File: config.mk
export PLATFORM = sky130hd
export DESIGN_NAME = lsu_mem_flat
export DESIGN_NICKNAME = d
export VERILOG_FILES = /design/src/rtl/riscv_pkg.sv /design/src/rtl/lsu_mem_if.sv /design/src/rtl/lsu_load_align.sv /design/src/rtl/lsu_mem.sv /design/src/flat_wrapper.sv
export SDC_FILE = /design/constraint.sdc
export NUM_CORES = 1
export LEC_CHECK = 0
export ABC_CLOCK_PERIOD_IN_PS = 6690
export CORE_MARGIN = 3
export CORE_UTILIZATION = 49
export CTS_CLUSTER_DIAMETER = 150
export DETAILED_ROUTE_END_ITERATION = 10
export MAX_ROUTING_LAYER = met4
export PLACE_DENSITY = 0.9
export SYNTH_ARGS = -nofsm -noshare
export SYNTH_HDL_FRONTEND = slang
export SYNTH_HIERARCHICAL = 1
export SYNTH_SLANG_ARGS = --single-unit
File: constraint.sdc
create_clock -name clk -period 6.69 [get_ports clk]
set_input_delay 2.007 -clock clk [delete_from_list [all_inputs] [get_ports clk]]
set_output_delay 2.007 -clock clk [all_outputs]
set_load 0.005 [all_outputs]
File: src/rtl/riscv_pkg.sv
// Shared encodings for the memory stage: load/store funct3 codes and LSU FSM states.
package riscv_pkg;

   localparam logic [2:0] F3_B  = 3'b000;
   localparam logic [2:0] F3_H  = 3'b001;
   localparam logic [2:0] F3_W  = 3'b010;
   localparam logic [2:0] F3_BU = 3'b100;
   localparam logic [2:0] F3_HU = 3'b101;

   typedef enum logic [1:0] {IDLE, BUSY, DONE} lsu_state_t;

endpackage

File: src/rtl/lsu_mem_if.sv
// Data-memory request/ack bus; master = LSU, slave = memory. Fields hold stable
// while DmemReq is high until the single-cycle DmemAck.
interface lsu_mem_if #(parameter int DMEM_W = 32);

   logic                  DmemReq;
   logic                  DmemWe;
   logic [DMEM_W-1:0]     DmemAddr;
   logic [DMEM_W-1:0]     DmemWData;
   logic [DMEM_W/8-1:0]   DmemBe;
   logic [DMEM_W-1:0]     DmemRData;
   logic                  DmemAck;

   modport master (
      output DmemReq, DmemWe, DmemAddr, DmemWData, DmemBe,
      input  DmemRData, DmemAck
   );

   modport slave (
      input  DmemReq, DmemWe, DmemAddr, DmemWData, DmemBe,
      output DmemRData, DmemAck
   );

endinterface

File: src/rtl/lsu_load_align.sv
// Load lane select and sign/zero extension; purely combinational.
module lsu_load_align
   import riscv_pkg::*;
(
   input  logic [31:0] rdata_i,
   input  logic [1:0]  off_i,
   input  logic [2:0]  funct3_i,
   output logic [31:0] result_o
);

   logic [7:0]  byte_c;
   logic [15:0] half_c;

   always_comb begin
      byte_c   = rdata_i[{off_i, 3'b000} +: 8];
      half_c   = off_i[1] ? rdata_i[31:16] : rdata_i[15:0];
      result_o = rdata_i;
      case (funct3_i)
         F3_B:    result_o = {{24{byte_c[7]}}, byte_c};
         F3_BU:   result_o = {24'h0, byte_c};
         F3_H:    result_o = {{16{half_c[15]}}, half_c};
         F3_HU:   result_o = {16'h0, half_c};
         default: result_o = rdata_i;
      endcase
   end

endmodule

File: src/rtl/lsu_mem.sv
// M-stage load/store unit: one bus access per request, stalling the pipe until ack.
// Latency: 1 issue cycle + N>=1 BUSY cycles + 1 DONE cycle; faults skip the bus.
module lsu_mem
   import riscv_pkg::*;
#(
   parameter int DMEM_W = 32
)(
   input  logic              clk,
   input  logic              rst,
   input  logic              MemReqM,
   input  logic              MemWriteM,
   input  logic [2:0]        Funct3M,
   input  logic [DMEM_W-1:0] ALUResultM,
   input  logic [DMEM_W-1:0] WriteDataM,
   output logic [DMEM_W-1:0] ReadDataM,
   output logic              StallM,
   output logic              FaultM,
   lsu_mem_if.master         dmem
);

   lsu_state_t             state_q;
   logic [DMEM_W-1:0]      rdata_q;
   logic                   fault_q;
   logic                   req_q;
   logic                   we_q;
   logic [DMEM_W-1:0]      addr_q;
   logic [DMEM_W-1:0]      wdata_q;
   logic [DMEM_W/8-1:0]    be_q;
   logic [2:0]             f3_q;
   logic [1:0]             off_q;

   logic                   fault_c;
   logic [DMEM_W/8-1:0]    be_c;
   logic [DMEM_W-1:0]      wdata_c;
   logic [DMEM_W-1:0]      load_c;

   // Unsigned size codes are load-only; any store with Funct3M[2] set is illegal.
   always_comb begin
      fault_c = 1'b0;
      case (Funct3M)
         F3_B, F3_BU: fault_c = MemWriteM & Funct3M[2];
         F3_H, F3_HU: fault_c = ALUResultM[0] | (MemWriteM & Funct3M[2]);
         F3_W:        fault_c = |ALUResultM[1:0];
         default:     fault_c = 1'b1;
      endcase
   end

   always_comb begin
      be_c    = 4'b1111;
      wdata_c = '0;
      if (MemWriteM) begin
         case (Funct3M[1:0])
            2'b00: begin
               be_c    = 4'b0001 << ALUResultM[1:0];
               wdata_c = {4{WriteDataM[7:0]}};
            end
            2'b01: begin
               be_c    = 4'b0011 << ALUResultM[1:0];
               wdata_c = {2{WriteDataM[15:0]}};
            end
            default: begin
               be_c    = 4'b1111;
               wdata_c = WriteDataM;
            end
         endcase
      end
   end

   lsu_load_align u_align (
      .rdata_i  (dmem.DmemRData),
      .off_i    (off_q),
      .funct3_i (f3_q),
      .result_o (load_c)
   );

   always_ff @(posedge clk) begin
      if (rst) begin
         state_q <= IDLE;
         rdata_q <= '0;
         fault_q <= 1'b0;
         req_q   <= 1'b0;
         we_q    <= 1'b0;
         addr_q  <= '0;
         wdata_q <= '0;
         be_q    <= '0;
         f3_q    <= '0;
         off_q   <= '0;
      end else begin
         case (state_q)
            IDLE: begin
               if (MemReqM) begin
                  if (fault_c) begin
                     state_q <= DONE;
                     fault_q <= 1'b1;
                     rdata_q <= '0;
                  end else begin
                     state_q <= BUSY;
                     req_q   <= 1'b1;
                     we_q    <= MemWriteM;
                     addr_q  <= {ALUResultM[DMEM_W-1:2], 2'b00};
                     wdata_q <= wdata_c;
                     be_q    <= be_c;
                     f3_q    <= Funct3M;
                     off_q   <= ALUResultM[1:0];
                  end
               end
            end
            BUSY: begin
               if (dmem.DmemAck) begin
                  state_q <= DONE;
                  req_q   <= 1'b0;
                  rdata_q <= we_q ? '0 : load_c;
               end
            end
            DONE: begin
               state_q <= IDLE;
               fault_q <= 1'b0;
            end
            default: state_q <= IDLE;
         endcase
      end
   end

   assign StallM         = ~rst & (((state_q == IDLE) & MemReqM) | (state_q == BUSY));
   assign ReadDataM      = rdata_q;
   assign FaultM         = fault_q;
   assign dmem.DmemReq   = req_q;
   assign dmem.DmemWe    = we_q;
   assign dmem.DmemAddr  = addr_q;
   assign dmem.DmemWData = wdata_q;
   assign dmem.DmemBe    = be_q;

endmodule

File: src/flat_wrapper.sv
// flat-port wrapper written by rule: the top's interface ports become plain ports
module lsu_mem_flat import riscv_pkg::*;
#(
   parameter int DMEM_W = 32
)
  (clk, rst, MemReqM, MemWriteM, Funct3M, ALUResultM, WriteDataM, ReadDataM, StallM, FaultM, dmem_DmemReq, dmem_DmemWe, dmem_DmemAddr, dmem_DmemWData, dmem_DmemBe, dmem_DmemRData, dmem_DmemAck);
  lsu_mem_if #(.DMEM_W(DMEM_W)) dmem_i ();
  input  logic clk;
  input  logic rst;
  input  logic MemReqM;
  input  logic MemWriteM;
  input  logic [2:0] Funct3M;
  input  logic [DMEM_W-1:0] ALUResultM;
  input  logic [DMEM_W-1:0] WriteDataM;
  output logic [DMEM_W-1:0] ReadDataM;
  output logic StallM;
  output logic FaultM;
  output wire logic [$bits(dmem_i.DmemReq)-1:0] dmem_DmemReq;
  output wire logic [$bits(dmem_i.DmemWe)-1:0] dmem_DmemWe;
  output wire logic [$bits(dmem_i.DmemAddr)-1:0] dmem_DmemAddr;
  output wire logic [$bits(dmem_i.DmemWData)-1:0] dmem_DmemWData;
  output wire logic [$bits(dmem_i.DmemBe)-1:0] dmem_DmemBe;
  input wire logic [$bits(dmem_i.DmemRData)-1:0] dmem_DmemRData;
  input wire logic [$bits(dmem_i.DmemAck)-1:0] dmem_DmemAck;
  assign dmem_DmemReq = dmem_i.DmemReq;
  assign dmem_DmemWe = dmem_i.DmemWe;
  assign dmem_DmemAddr = dmem_i.DmemAddr;
  assign dmem_DmemWData = dmem_i.DmemWData;
  assign dmem_DmemBe = dmem_i.DmemBe;
  assign dmem_i.DmemRData = dmem_DmemRData;
  assign dmem_i.DmemAck = dmem_DmemAck;
  lsu_mem #(.DMEM_W(DMEM_W)) u_core (.clk(clk), .rst(rst), .MemReqM(MemReqM), .MemWriteM(MemWriteM), .Funct3M(Funct3M), .ALUResultM(ALUResultM), .WriteDataM(WriteDataM), .ReadDataM(ReadDataM), .StallM(StallM), .FaultM(FaultM), .dmem(dmem_i));
endmodule
**Word-level counts from Yosys, hierarchy flattened**

Cells that the tools add are included.
W data, S select, Z words.

- Flip-flop bits (word level): 108
- Logic and storage cells: 71
- Output and inout bits: 104
- Bits of input ports: 104

- Equal/unequal tests: 14
- Reduce and logical (&&, ||, !) cells: 14
- Shifts and indexed selects: 3
- Multiplexer cells: 23
- Bitwise logic cells: 7

Operator list:

| cell | number |
|---|---|
| $mux W32 | 5 |
| $pmux W32 S2 | 2 |
| $pmux W32 S4 | 1 |
| $shiftx A32 B6 Y8 | 1 |
| $mux W16 | 1 |
| $eq A3 B3 Y1 const B | 4 |
| $pmux W4 S2 | 1 |
| $reduce_and A4 Y1 | 2 |
| $eq A3 B1 Y1 const B | 2 |
| $logic_not A3 Y1 | 2 |
| $mux W2 | 3 |
| $ne A2 B2 Y1 const B | 3 |
| $reduce_and A3 Y1 | 2 |
| $reduce_or A2 Y1 | 3 |
| $mux W1 | 5 |
| $eq A2 B1 Y1 const B | 2 |
| $logic_not A2 Y1 | 2 |
| $mux W4 | 1 |
| $pmux W1 S2 | 2 |
| $pmux W2 S2 | 1 |
| $reduce_bool A2 Y1 | 2 |
| $shl A1 B2 Y4 const A | 1 |
| $shl A2 B2 Y4 const A | 1 |
| $and A1 B1 Y1 | 3 |
| 7 further kinds | 9 |

**Logic depth before layout (Yosys ltp)**

- Depth in word-level cells: 6
- Mapped depth: 7

**Hierarchy**

The synthesis kept the hierarchy.

Modules (own cells, without submodules):

| module | area an instance (um^2) | cells each | instances | seq. area each (um^2) |
|---|---|---|---|---|
| lsu_mem | 4890.9 | 534 | 1 | 2162.1 |
| lsu_load_align | 845.8 | 96 | 1 | 0.0 |

**Least setup slack after synthesis**

No wires, ideal clock.

- Path kind: input -> output
- Start point: input rst
- End point: output StallM
- Setup slack: 2208 ps
- Buffers on the path: 1
- Stages on the path: 3
- Data arrival time: 2475 ps
- Cell sequence: clkbuf_1 -> nor2_1 -> o21a_1

- Word-level cells in the longest chain between the ends: 2

Ends and longest elaborated chain:

| what | RTL line | RTL |
|---|---|---|
| start: declaration | flat_wrapper.sv:9 | `input logic rst;` |
| $not A1 Y1 | lsu_mem.sv:124 | `assign StallM = ~rst & (((state_q == IDLE) & MemReqM) \| (state_q == BUSY));` |
| $and A1 B1 Y1 | lsu_mem.sv:124 |  |
| end: declaration | flat_wrapper.sv:16 | `output logic StallM;` |

Every way passes these cells.

**Worst setup path in the final report**

Same ends and word-level chain as after synthesis.

==> flow_summary.json <==
{
  "drc_errors": 0,
  "synth_common_cells": "nand2_1 (171), dfxtp_1 (108), mux2i_1 (101)",
  "cts_tree": "yes",
  "synth_area_leaders": "dfxtp_1 (38%), mux2i_1 (18%), nand2_1 (11%), mux2_2 (4.1%), a2bb2oi_2 (3.7%)",
  "dieArea_um2": 13000,
  "cp_max_fo": 15,
  "grt-ovfl-total": 0,
  "routabilityCongestion": 0.863,
  "root_buffer": "clkbuf_16",
  "fmax_mhz": 176,
  "yosysTopAreaCellShare_pct": 37.7,
  "core_um2": 11100,
  "period_needed_ns": 5.70,
  "async_reset_ff_share_pct": 0,
  "worst_ep_arrival_time_ns": 3.69,
  "postCtsSetupRepairBufs": 0,
  "outcome": "finished clean",
  "yosys.area.top_type": "dfxtp_1",
  "drv_slew": 0,
  "skew_ns": 0.0136,
  "start_kind": "input pin",
  "synth_most_common_cell": "nand2_1",
  "synth-seq-cells": 108,
  "cts_buffer_depth": 2,
  "die_x_um": 114,
  "post-route-util_pct": 72.1,
  "holdBufCountCts": 0,
  "cts_resized": 0,
  "leakage_nw": 2.91,
  "rsz0062_at_grt": "false",
  "maxCapViolations": 0,
  "routed_wl_um": 16400,
  "port_buffers": 205,
  "fin_nets": 901,
  "cp-end-kind": "output pin",
  "p_total_mw": 1.51,
  "drtIter0Drc": 374,
  "wl_per_cell_um": 17.4,
  "vias": 5153,
  "grt_pass1_vias": 5039,
  "worstMarginPinSlew_ns": 0.977,
  "finalSetupViolCount": 0,
  "diodes": 0,
  "path_class": "input pin to output pin",
  "rows": 38,
  "avgViaCountPerCell": 5.47,
  "hpwlAfterDp_um": 12000,
  "synth_edf_count": 0,
  "synthFlopType": "dfxtp_1",
  "r2r.worst_path.cells": 5,
  "clock_latency_ns": 0.35,
  "drtAntennaViolNets": 0,
  "h-tree-depth": 3,
  "syn_to_final_growth_pct": 39.7,
  "clkSlewWorstSetupHoldPaths_ns": 0.07,
  "grt_usage_pct": 25.3,
  "final_hold_viol_count": 0,
  "fin_crit_sh_pct": 85.2,
  "final.setup.tns_ns": 0,
  "ys_warn_count": 6,
  "initial_core_util_pct": 51.6,
  "ir_drop_uv": 151,
  "hold_depth": 2,
  "cts_made_buffers": 9,
  "dr.pass1.iters": 4,
  "syn_area_per_cell_um2": 9.11,
  "ys_seq_area_share_pct": 37.7,
  "antenna_found_initial": 0,
  "slew_headroom_pct": 34.5,
  "fp.dieH_um": 114,
  "worstHoldPathType": "flop to flop",
  "required_ns": 4.68,
  "synth_area_um2": 5740,
  "grt_max_degree": 101,
  "drive_gt1_share_pct": 9.60,
  "cts.sinks": 108,
  "grt_first_pass_wirelength_um": 25900,
  "synthCells": 630,
  "power.density_nw_per_um2": 189,
  "io_pins": 208,
  "synth_cell_types": 50
}
==> layer usage <==
layer / global-route usage, % / vias to the layer above / wire, um
li1: - / 2528 / -
met1: 33.4 / 2444 / 7210
met2: 40.0 / 161 / 7860
met3: 3.91 / 20 / 1030
met4: 8.00 / 0 / 261
met5: - / - / 0
==> worst max-delay path, cell delays in order <==
cell             delay (ns)
clkdlybuf4s50_1        0.72
nor2_1                 0.31
o21a_1                 0.15
clkdlybuf4s50_1        0.50
==> flip-flops by register name, summed over array words and instances (netlist names) <==
| signal | cells |
|---|---|
| u_core/ReadDataM | 32 |
| u_core/dmem.DmemWData | 32 |
| u_core/dmem.DmemAddr | 30 |
| u_core/dmem.DmemBe | 4 |
| u_core/f3_q | 3 |
| u_core/off_q | 2 |
| u_core/state_q | 2 |
| u_core/FaultM | 1 |
| u_core/dmem.DmemReq | 1 |
| u_core/dmem.DmemWe | 1 |
==> cells in the final DEF (no fill, tap or decap), types with 9 or more instances in the layout <==
cell             count
clkbuf_16            9
a2bb2oi_2           14
o211ai_1             9
o21a_1              15
nor2b_1             13
o21ai_0              9
nand2b_1            11
nand2_1            171
clkdlybuf4s50_1    205
dfxtp_1            108
mux2_2              21
mux2i_1            101
a21oi_1              9
==> final cells by class <==
cell class	instances	area (um2)
Fill cell	856	3110
Timing Repair Buffer	213	2110
Clock inverter	6	61.3
Sequential cell	108	2160
Clock buffer	10	239
Tap cell	140	175
Inverter	7	28.8
Multi-Input combinational cell	458	3240
==> power by group <==
part / switching (mW) / total, mW / leakage [nW] / internal (mW)
logic: 0.132 / 0.297 / 1.89 / 0.165
registers: 0.0153 / 0.679 / 0.875 / 0.664
clock network: 0.239 / 0.539 / 0.149 / 0.300
==> per-stage QoR <==
stage | setup WS [ns] | hold slack, ns | cell area [um2] | instances
floorplan | 2.21 | 0.450 | 5740 | 631
global placement | 1.08 | 0.441 | 7720 | 926
detailed placement | 1.01 | 0.448 | 7720 | 926
CTS | 1.00 | 0.461 | 8020 | 942
global route | 0.854 | 0.483 | 8020 | 942
finish | 0.992 | 0.458 | 8020 | 942
==> cells by family after synthesis <==
logic type / synth area share (%)
other: 0.0654
flip-flops: 37.7
multiplexers: 22.0
AO/OA/AOI/OAI: 15.3
buffers and inverters: 6.37
AND/OR/NAND/NOR: 18.6
==> final timing paths <==
path,start,to,slack (ns)
hold reg to reg,u_core/ReadDataM[1]$_SDFFE_PP0P_,u_core/ReadDataM[1]$_SDFFE_PP0P_,0.46
setup / recovery,rst,StallM,0.99
setup reg to reg,u_core/f3_q[1]$_SDFFE_PP0P_,u_core/ReadDataM[28]$_SDFFE_PP0P_,4.13
hold / removal,u_core/ReadDataM[1]$_SDFFE_PP0P_,u_core/ReadDataM[1]$_SDFFE_PP0P_,0.46
(Power assumes the default switching activity.)
